## config.mk

```make
export PLATFORM = sky130hd
export DESIGN_NAME = baud_gen_frac
export DESIGN_NICKNAME = d
export VERILOG_FILES = /design/src/rtl/baud_gen_frac.sv
export SDC_FILE = /design/constraint.sdc
export NUM_CORES = 1
export LEC_CHECK = 0
export ABC_CLOCK_PERIOD_IN_PS = 6100
export CAP_MARGIN = 25
export CELL_PAD_IN_SITES_DETAIL_PLACEMENT = 0
export CELL_PAD_IN_SITES_GLOBAL_PLACEMENT = 2
export CORE_MARGIN = 4
export CORE_UTILIZATION = 41
export DETAILED_ROUTE_END_ITERATION = 10
export GPL_ROUTABILITY_DRIVEN = 0
export GPL_TIMING_DRIVEN = 0
export PLACE_DENSITY_LB_ADDON = 0.1
export SETUP_SLACK_MARGIN = 0.05
export SYNTH_ARGS = -nofsm -noshare
export SYNTH_HDL_FRONTEND = slang
export SYNTH_SLANG_ARGS = --single-unit
```

## constraint.sdc

```tcl
create_clock -name clk -period 6.1 [get_ports clk]
set_input_delay 1.22 -clock clk [delete_from_list [all_inputs] [get_ports clk]]
set_output_delay 1.22 -clock clk [all_outputs]
set_load 0.005 [all_outputs]
```

## src/rtl/baud_gen_frac.sv

```systemverilog
// Fractional baud-tick generator: oversample and bit ticks from a runtime-loadable
// integer+fraction divisor, with resync for RX start-bit alignment.
module baud_gen_frac #(
  parameter int CLK_FREQ = 100000000,
  parameter int BAUD     = 115200,
  parameter int OVS      = 8,
  parameter int DIV_W    = 16,
  parameter int FRAC_W   = 4
) (
  input  logic                    clk,
  input  logic                    rst,
  input  logic                    baud_en,
  input  logic                    resync,
  input  logic                    cfg_load,
  input  logic [DIV_W-1:0]        div_int,
  input  logic [FRAC_W-1:0]       div_frac,
  output logic                    tick_os,
  output logic                    tick_baud,
  output logic [$clog2(OVS)-1:0]  os_phase,
  output logic                    cfg_pending,
  output logic                    cfg_err
);

  localparam int OS_W = $clog2(OVS);
  localparam longint unsigned SCALED =
    (64'(CLK_FREQ) << FRAC_W) / (64'(BAUD) * 64'(OVS));
  localparam logic [DIV_W-1:0]  DEF_INT  = DIV_W'(SCALED >> FRAC_W);
  localparam logic [FRAC_W-1:0] DEF_FRAC = FRAC_W'(SCALED);

  logic [DIV_W-1:0]  cnt;
  logic [OS_W-1:0]   os_cnt;
  logic [FRAC_W-1:0] acc;
  logic [DIV_W-1:0]  act_int, pend_int;
  logic [FRAC_W-1:0] act_frac, pend_frac;

  logic [FRAC_W:0]   acc_sum;
  logic [DIV_W:0]    len_m1;
  logic              period_end, bit_end, clear, apply, load_ok;

  // Period length is div_int plus the fractional carry; L-1 always fits in DIV_W bits.
  always_comb begin
    acc_sum    = {1'b0, acc} + {1'b0, act_frac};
    len_m1     = {1'b0, act_int} + {{DIV_W{1'b0}}, acc_sum[FRAC_W]} - (DIV_W+1)'(1);
    period_end = ({1'b0, cnt} == len_m1);
    bit_end    = period_end && (os_cnt == OS_W'(OVS - 1));
    clear      = !baud_en || resync;
    apply      = cfg_pending && (clear || bit_end);
    load_ok    = cfg_load && (div_int >= DIV_W'(2));
  end

  always_ff @(posedge clk or posedge rst) begin
    if (rst) begin
      cnt         <= '0;
      os_cnt      <= '0;
      acc         <= '0;
      tick_os     <= 1'b0;
      tick_baud   <= 1'b0;
      cfg_err     <= 1'b0;
      cfg_pending <= 1'b0;
      act_int     <= DEF_INT;
      act_frac    <= DEF_FRAC;
      pend_int    <= DEF_INT;
      pend_frac   <= DEF_FRAC;
    end else begin
      cfg_err <= cfg_load && !load_ok;

      if (clear) begin
        cnt       <= '0;
        os_cnt    <= '0;
        acc       <= '0;
        tick_os   <= 1'b0;
        tick_baud <= 1'b0;
      end else if (period_end) begin
        cnt       <= '0;
        acc       <= acc_sum[FRAC_W-1:0];
        os_cnt    <= os_cnt + OS_W'(1);
        tick_os   <= 1'b1;
        tick_baud <= bit_end;
      end else begin
        cnt       <= cnt + DIV_W'(1);
        tick_os   <= 1'b0;
        tick_baud <= 1'b0;
      end

      // A load coinciding with an apply edge stays pending for the next boundary.
      if (apply) begin
        act_int  <= pend_int;
        act_frac <= pend_frac;
      end
      if (load_ok) begin
        pend_int    <= div_int;
        pend_frac   <= div_frac;
        cfg_pending <= 1'b1;
      end else if (apply) begin
        cfg_pending <= 1'b0;
      end
    end
  end

  assign os_phase = os_cnt;

endmodule
```

==> out/metrics.yaml, run 1 <==
crit_path_top_delay_cell: "nor3b_1"
p_clk_frac: 0.347
worstPathArrival_ns: 4.35
n_fill_cell: 877
drt_wl_total_um: 8260
cts-htree-levels: 3
worst-r2r-cell-count: 17
outcome: "finished, final reports clean"
cts_made_buffers: 9
cp.required_ns: 6.37
ys_seq_elements: 67
finalCritPeriodShare: 0.669
antenna_found_initial: 0
power.leakage_nw: 1.96
grt_max_degree: 68
synth_mux_area_frac: 0.207
num_rows: 35
drv_slew: 0
layout_common_cells: "mux2i_1, dfrtp_1, nand2_1, clkdlybuf4s50_1"
vias: 2785
power.switching_w: 0.000352
powerDensity_mw_per_mm2: 250
syn_nets: 399
drc: 0
combPwrFrac: 0.179
dp_worst_setup_slack_ns: 1.97
crit_family: "simple AND/OR/NAND/NOR gates"
r2r_start: "act_frac[0]$_DFFE_PP0P_"
area_growth_pct: 17.6
synth_fa_ha_area_frac: 0.0342
rsz0062_at_grt: "false"
cts_tree: "built"
endpoint_kind: "flop"
ys_warn_count: 0
worstSetupStartpoint: "act_frac[0]$_DFFE_PP0P_"
reg2reg_slack_ns: 2.02
die_x_um: 105
r2r-end: "act_int[0]$_DFFE_PP0P_"
maxCapViolations: 0
hold_path.class: "reg2reg"
busiest_layer: "met2"
avgSynthCellArea_sq_um: 10.7
ir_drop_mv: 0.115
wire_per_inst_um: 15.3
synth-xor-area-share: 0.0745
ys_seq_area_frac: 0.435
path_common_cell: "ha_1"
cts-resized-gates: 0
netlist_area_sq_mm: 0.00388
io_buffers: 31
whs_path_depth: 2
clockBufferDepth: 2
first_iter_violations: 82
io_pins: 32
netlist_instances: 364
fin_crit_ns: 4.08
cts_hold_buf: 0
grt_first_pass_wirelength_um: 13600
clock_skew_ns: 0.0141
setup_viol: 0
p_sw_frac: 0.308
dr.pass1.iters: 5
core_sq_mm: 0.00924
finalHoldViolations: 0
synth-compound-area-share: 0.0355
cts-root-buf: "clkbuf_8"
crit_path_cell_trace: "ha_1, inv_1, fa_1, nand2b_1, nand2b_1, a21oi_1, ha_1, ha_1, buf_2, nor3b_1, nand4_2, o21bai_1, a2111o_1, nor4_2, buf_4, buf_6, mux2i_1"
crit_fanout: 10
clock.fmax_mhz: 245
ant_nets: 0
tns_ns: 0
start_kind: "flop"
start_util: 0.420
nets: 441
cts.sink_count: 67
synth-simple-area-share: 0.173
seqPwrFrac: 0.474
setup_ws_ns: 2.02
worstMarginPinSlew_ns: 0.821
path_buf_inv: 4
clk_pin_slew_worst_paths_ns: 0.09
synth_cell_types: 47
worst-setup-path-type: "reg2reg"
gr-total-overflow: 0
diodes: 0
die_y_um: 105
grtUsageTotal: 0.155
slowest_delay_ns: 0.49
final_common_cell: "mux2i_1"
clk_latency_ns: 0.35
grtUsageMet1: 0.213
drt-vias-per-instance: 5.16
grt_pass1_vias: 2709
p_int_w: 0.000789
crit_end: "act_int[0]$_DFFE_PP0P_"
use_met2: 0.243
path_depth: 17
synth_top_family_by_area: "multiplexers"
drive_above_1_share: 0.127
use_met3: 0.0282
dp_hpwl_um: 5970
max_slew_margin: 0.452
die_area_sq_mm: 0.0111
cts_setup_buffers: 0
## final cells by class
cell class	instances	area [sq um]	share of cell area
clock inverters	7	83.8	0.0184
multi-input cells	270	2030	0.446
repair buffers	31	310	0.0680
clock buffers	9	124	0.0271
flip-flops and latches	67	1690	0.370
well taps	129	161	0.0354
plain buffers	19	128	0.0280
inverters	8	32.5	0.00713
## logic make-up (layout without fill, tap and decap cells)
logic type,after synthesis,after routing
simple gates,128,128
xor+xnor,33,33
compound gates,20,20
mux,79,79
flops,67,67
fa+ha+maj,10,10
buf+inv,27,74
## worst min-delay path: stages, from the launching register on
cell and delay (ns):
dfstp_2 0.38, nand2_1 0.05, nand2_1 0.04
## synthesized netlist by cell type (all sizes together)
cell type,number,area share
mux2i,68,0.18
dfrtp,57,0.37
nand2,46,0.044
nor3,19,0.025
xor2,19,0.043
xnor2,14,0.032
nand3,13,0.017
clkbuf,12,0.012
mux2,11,0.032
dfstp,10,0.068
nor2,10,0.0097
ha,9,0.029
buf,7,0.021
inv,7,0.0068
nand2b,7,0.011
nor4,7,0.018
nand4,6,0.011
a21oi,5,0.0064
and2,5,0.0081
and3,5,0.0081
a31oi,3,0.0048
nor3b,3,0.0058
nor2b,2,0.0032
o21ai,2,0.0026
o22ai,2,0.0032
a2111o,1,0.0029
a2111oi,1,0.0023
a21o,1,0.0019
a221oi,1,0.0023
a31o,1,0.0023
and4,1,0.0023
clkinv,1,0.00097
fa,1,0.0052
nand3b,1,0.0019
nand4b,1,0.0023
o2111ai,1,0.0023
o211a,1,0.0026
o21bai,1,0.0019
or3b,1,0.0023
or4b,1,0.0026
## state kept, by name, summed over array words and instances, names as in the netlist
register	flops
cnt	16
tick_os	1
tick_baud	1
os_phase	3
acc	4
pend_frac	4
act_int	16
pend_int	16
cfg_err	1
act_frac	4
cfg_pending	1
## layer usage
metal / vias to the layer above / share of wire
li1: 1373 / -
met1: 1358 / 0.50
met2: 45 / 0.45
met3: 9 / 0.037
met4: 0 / 0.015
met5: - / 0
## stage by stage
stage	utilization	cell area [sq um]	power (W)	std cells	hold WS (ns)
finish	0.494	4560	0.00114	540	0.470
global route	0.494	4560	0.00121	540	0.499
CTS	0.494	4560	0.00115	540	0.477
detailed placement	0.471	4360	0.000756	524	0.463
global placement	0.471	4350	0.000746	524	0.456
floorplan	-	3880	0.000689	364	0.446
## worst min-delay path by stage
stage / start / end / slack [ns]
after floorplan: pend_int[2]$_DFFE_PP1P_ / pend_int[2]$_DFFE_PP1P_ / 0.45
after global placement: pend_int[6]$_DFFE_PP1P_ / pend_int[6]$_DFFE_PP1P_ / 0.46
after detailed placement: pend_int[6]$_DFFE_PP1P_ / pend_int[6]$_DFFE_PP1P_ / 0.46
after CTS: pend_int[6]$_DFFE_PP1P_ / pend_int[6]$_DFFE_PP1P_ / 0.48
after global routing: pend_int[2]$_DFFE_PP1P_ / pend_int[2]$_DFFE_PP1P_ / 0.50
final: pend_int[6]$_DFFE_PP1P_ / pend_int[6]$_DFFE_PP1P_ / 0.47
## power by group through the flow
| stage | Combinational, W | Clock [W] | Sequential, W |
|---|---|---|---|
| after global routing | 0.000230 | 0.000429 | 0.000547 |
| after floorplan | 0.000159 | 0 | 0.000530 |
| after detailed placement | 0.000207 | 0 | 0.000549 |
| after CTS | 0.000208 | 0.000407 | 0.000540 |
| after global placement | 0.000201 | 0 | 0.000545 |
| final | 0.000205 | 0.000395 | 0.000540 |
Power figures use the tool's default switching activity.
==> run 2: changes to the inputs <==
Settings changed: ABC_CLOCK_PERIOD_IN_PS 6100 to 3600, CORE_UTILIZATION 41 to 35.
Clock period 6.1 ns to 3.6 ns, I/O delays scaled along.
==> run 2 against run 1 <==
  * Utilization fell by 5.8 points
  * Clock-buffer cell count did not move
  * Routed wire length rose by 6.0%
  * Global-route usage fell by 0.53 points
  * Worst setup slack got worse by 1.8 ns
  * Worst hold slack improved by 0.0013 ns
  * First-iteration DRC count fell by 20%
  * Total power rose by 63%
  * Largest cell class unchanged
  * Largest power group unchanged
==> out/metrics.yaml, run 2 (same netlist as run 1, synthesis figures left out) <==
outcome: "finished, final reports clean"  # unchanged
reg2reg_slack_ns: 0.18  # was 2.02 ns
setup_viol: 0  # unchanged
grtUsageTotal: 0.150  # was 0.155
power.switching_w: 0.000588  # was 0.000352 W
diodes: 0  # unchanged
die_area_sq_mm: 0.0128  # was 0.0111 sq mm
rsz0062_at_grt: "true"  # was false
antenna_found_initial: 0  # unchanged
max_slew_margin: 0.422  # was 0.452
gr-total-overflow: 0  # unchanged
fin_crit_ns: 3.42  # was 4.08 ns
combPwrFrac: 0.202  # was 0.179
p_clk_frac: 0.306  # was 0.347
drive_above_1_share: 0.171  # was 0.127
drt-vias-per-instance: 5.05  # was 5.16
path_buf_inv: 4  # unchanged
clock_skew_ns: 0.0105  # was 0.0141 ns
grt_pass1_vias: 2986  # was 2709
finalCritPeriodShare: 0.950  # was 0.669
grtUsageMet1: 0.208  # was 0.213
reg.largest.list: "act_int x16, cnt x16, pend_int x16"  # unchanged
power.leakage_nw: 2.02  # was 1.96 nW
worst_hold_startpoint: "pend_int[5]$_DFFE_PP1P_"  # was pend_int[6]$_DFFE_PP1P_
first_iter_violations: 66  # was 82
drv_slew: 0  # unchanged
busiest_layer: "met2"  # unchanged
drt_wl_total_um: 8750  # was 8260 um
worst-r2r-cell-count: 17  # unchanged
crit_path_cell_trace: "ha_2, inv_2, fa_2, nand2b_4, nand2b_4, a21oi_4, ha_4, ha_4, nor3b_4, nand4_2, o21bai_1, a2111o_1, nor4_2, buf_6, buf_12, buf_4, nor3_1"  # was ha_1, inv_1, fa_1, nand2b_1, nand2b_1, a21oi_1, ha_1, ha_1, buf_2, nor3b_1, nand4_2, o21bai_1, a2111o_1, nor4_2, buf_4, buf_6, mux2i_1
worstSetupStartpoint: "act_frac[0]$_DFFE_PP0P_"  # unchanged
die_y_um: 113  # was 105 um
die_x_um: 113  # was 105 um
maxCapViolations: 0  # unchanged
num_rows: 38  # was 35
whs_path_depth: 2  # unchanged
finalPower_w: 0.00186  # was 0.00114 W
start_kind: "flop"  # unchanged
p_sw_frac: 0.316  # was 0.308
io_pins: 32  # unchanged
endpoint_kind: "flop"  # unchanged
wire_per_inst_um: 15.6  # was 15.3 um
cts.sink_count: 67  # unchanged
cts-root-buf: "clkbuf_8"  # unchanged
area_growth_pct: 21.8  # was 17.6%
cts_hold_buf: 0  # unchanged
grt_max_degree: 68  # unchanged
ir_drop_mv: 0.136  # was 0.115 mV
crit_path_top_delay_cell: "a2111o_1"  # was nor3b_1
slowest_delay_ns: 0.42  # was 0.49 ns
dr.pass1.iters: 4  # was 5
vias: 2828  # was 2785
worst-setup-path-type: "reg2reg"  # unchanged
dp_cells: 535  # was 524
r2r_start: "act_frac[0]$_DFFE_PP0P_"  # unchanged
r2r-end: "cnt[12]$_DFF_PP0_"  # was act_int[0]$_DFFE_PP0P_
dp_worst_setup_slack_ns: -0.626  # was 1.97 ns
io_buffers: 31  # unchanged
clock.fmax_mhz: 293  # was 245 MHz
use_met3: 0.0278  # was 0.0282
start_util: 0.358  # was 0.420
stdcell_count: 560  # was 540
ant_nets: 0  # unchanged
crit_fanout: 10  # unchanged
setup_ws_ns: 0.182  # was 2.02 ns
clk_pin_slew_worst_paths_ns: 0.08  # was 0.09 ns
powerDensity_mw_per_mm2: 394  # was 250 mW/mm^2
n_fill_cell: 1096  # was 877
p_int_w: 0.00127  # was 0.000789 W
drc: 0  # unchanged
seqPwrFrac: 0.492  # was 0.474
core_sq_mm: 0.0108  # was 0.00924 sq mm
dp_hpwl_um: 6110  # was 5970 um
cp.required_ns: 3.81  # was 6.37 ns
cts_made_buffers: 9  # unchanged
final_common_cell: "mux2i_1"  # unchanged
use_met2: 0.233  # was 0.243
nets: 450  # was 441
clk_latency_ns: 0.35  # about the same
crit_family: "simple AND/OR/NAND/NOR gates"  # unchanged
hold_end: "pend_int[5]$_DFFE_PP1P_"  # was pend_int[6]$_DFFE_PP1P_
worstMarginPinSlew_ns: 0.867  # was 0.821 ns
finalHoldViolations: 0  # unchanged
cts-htree-levels: 3  # unchanged
grt_first_pass_wirelength_um: 15000  # was 13600 um
cts_tree: "built"  # unchanged
hold_path.class: "reg2reg"  # unchanged
clockBufferDepth: 2  # unchanged
worstPathArrival_ns: 3.63  # was 4.35 ns
final_core_utilization: 0.436  # was 0.494
layout_common_cells: "mux2i_1, dfrtp_1, nand2_1, clkdlybuf4s50_1"  # unchanged
tns_ns: 0  # unchanged
[run 2: changes by cell type in the layout (fill, tap and decap cells not counted), sizes merged]
cell | previous run | this run
inv | 11 | 9
clkinvlp | 1 | 2
buf | 7 | 16
clkinv | 2 | 4
bufinv | 1 | 0
[run 2: worst register-to-register path, delay by kind of cell (launching register included)]
kind	cells	cell delay, ns
flops	1	0.40
fa+ha+maj	4	0.68
compound gates	3	0.82
buf+inv	4	0.52
simple gates	6	0.84
[run 2: per-stage QoR]
step           hold WS [ns]  area [sq um]
6_report              0.471          4730
5_1_grt               0.507          4730
4_1_cts               0.474          4710
3_5_place_dp          0.461          4370
3_3_place_gp          0.457          4370
2_1_floorplan         0.446          3880
[run 2: metal layers]
metal,vias to the layer above,share of wire
met3,10,0.026
met1,1390,0.50
met4,0,0.013
met2,39,0.46
li1,1389,-
met5,-,0
[run 2: how the worst max path moves through the flow]
stage | end | slack [ns] | cells after the start
6_report | cnt[12]$_DFF_PP0_ | 0.18 | 17
3_3_place_gp | act_int[1]$_DFFE_PP0P_ | -0.61 | 17
5_1_grt | acc[2]$_DFFE_PP0P_ | -0.02 | 16
2_1_floorplan | act_frac[3]$_DFFE_PP1P_ | 0.1 | 17
3_5_place_dp | act_int[0]$_DFFE_PP0P_ | -0.63 | 17
4_1_cts | acc[2]$_DFFE_PP0P_ | -0.03 | 18
[run 2: repair_timing]
action	in CTS	in global routing
endpoints found under the setup margin	46	46
gates cloned	1	0
pin swaps	7	8
buffers inserted	7	3
resized for setup	16	5
[run 2: cell type report]
cell class	count	area (sq um)	area share
Timing Repair Buffer	41	410	0.0868
Clock inverter	7	51.3	0.0109
Clock buffer	9	124	0.0262
Inverter	8	32.5	0.00688
Multi-Input combinational cell	270	2110	0.447
Sequential cell	67	1690	0.357
Tap cell	140	175	0.0371
Buffer	18	130	0.0275
[run 2: power by group through the flow]
stage                     logic (W)  registers [W]  clock network, W
after floorplan            0.000270       0.000898                 0
after global placement     0.000346       0.000923                 0
after detailed placement   0.000354       0.000929                 0
after CTS                  0.000378       0.000917          0.000597
after global routing       0.000425       0.000929          0.000628
final                      0.000376       0.000916          0.000569
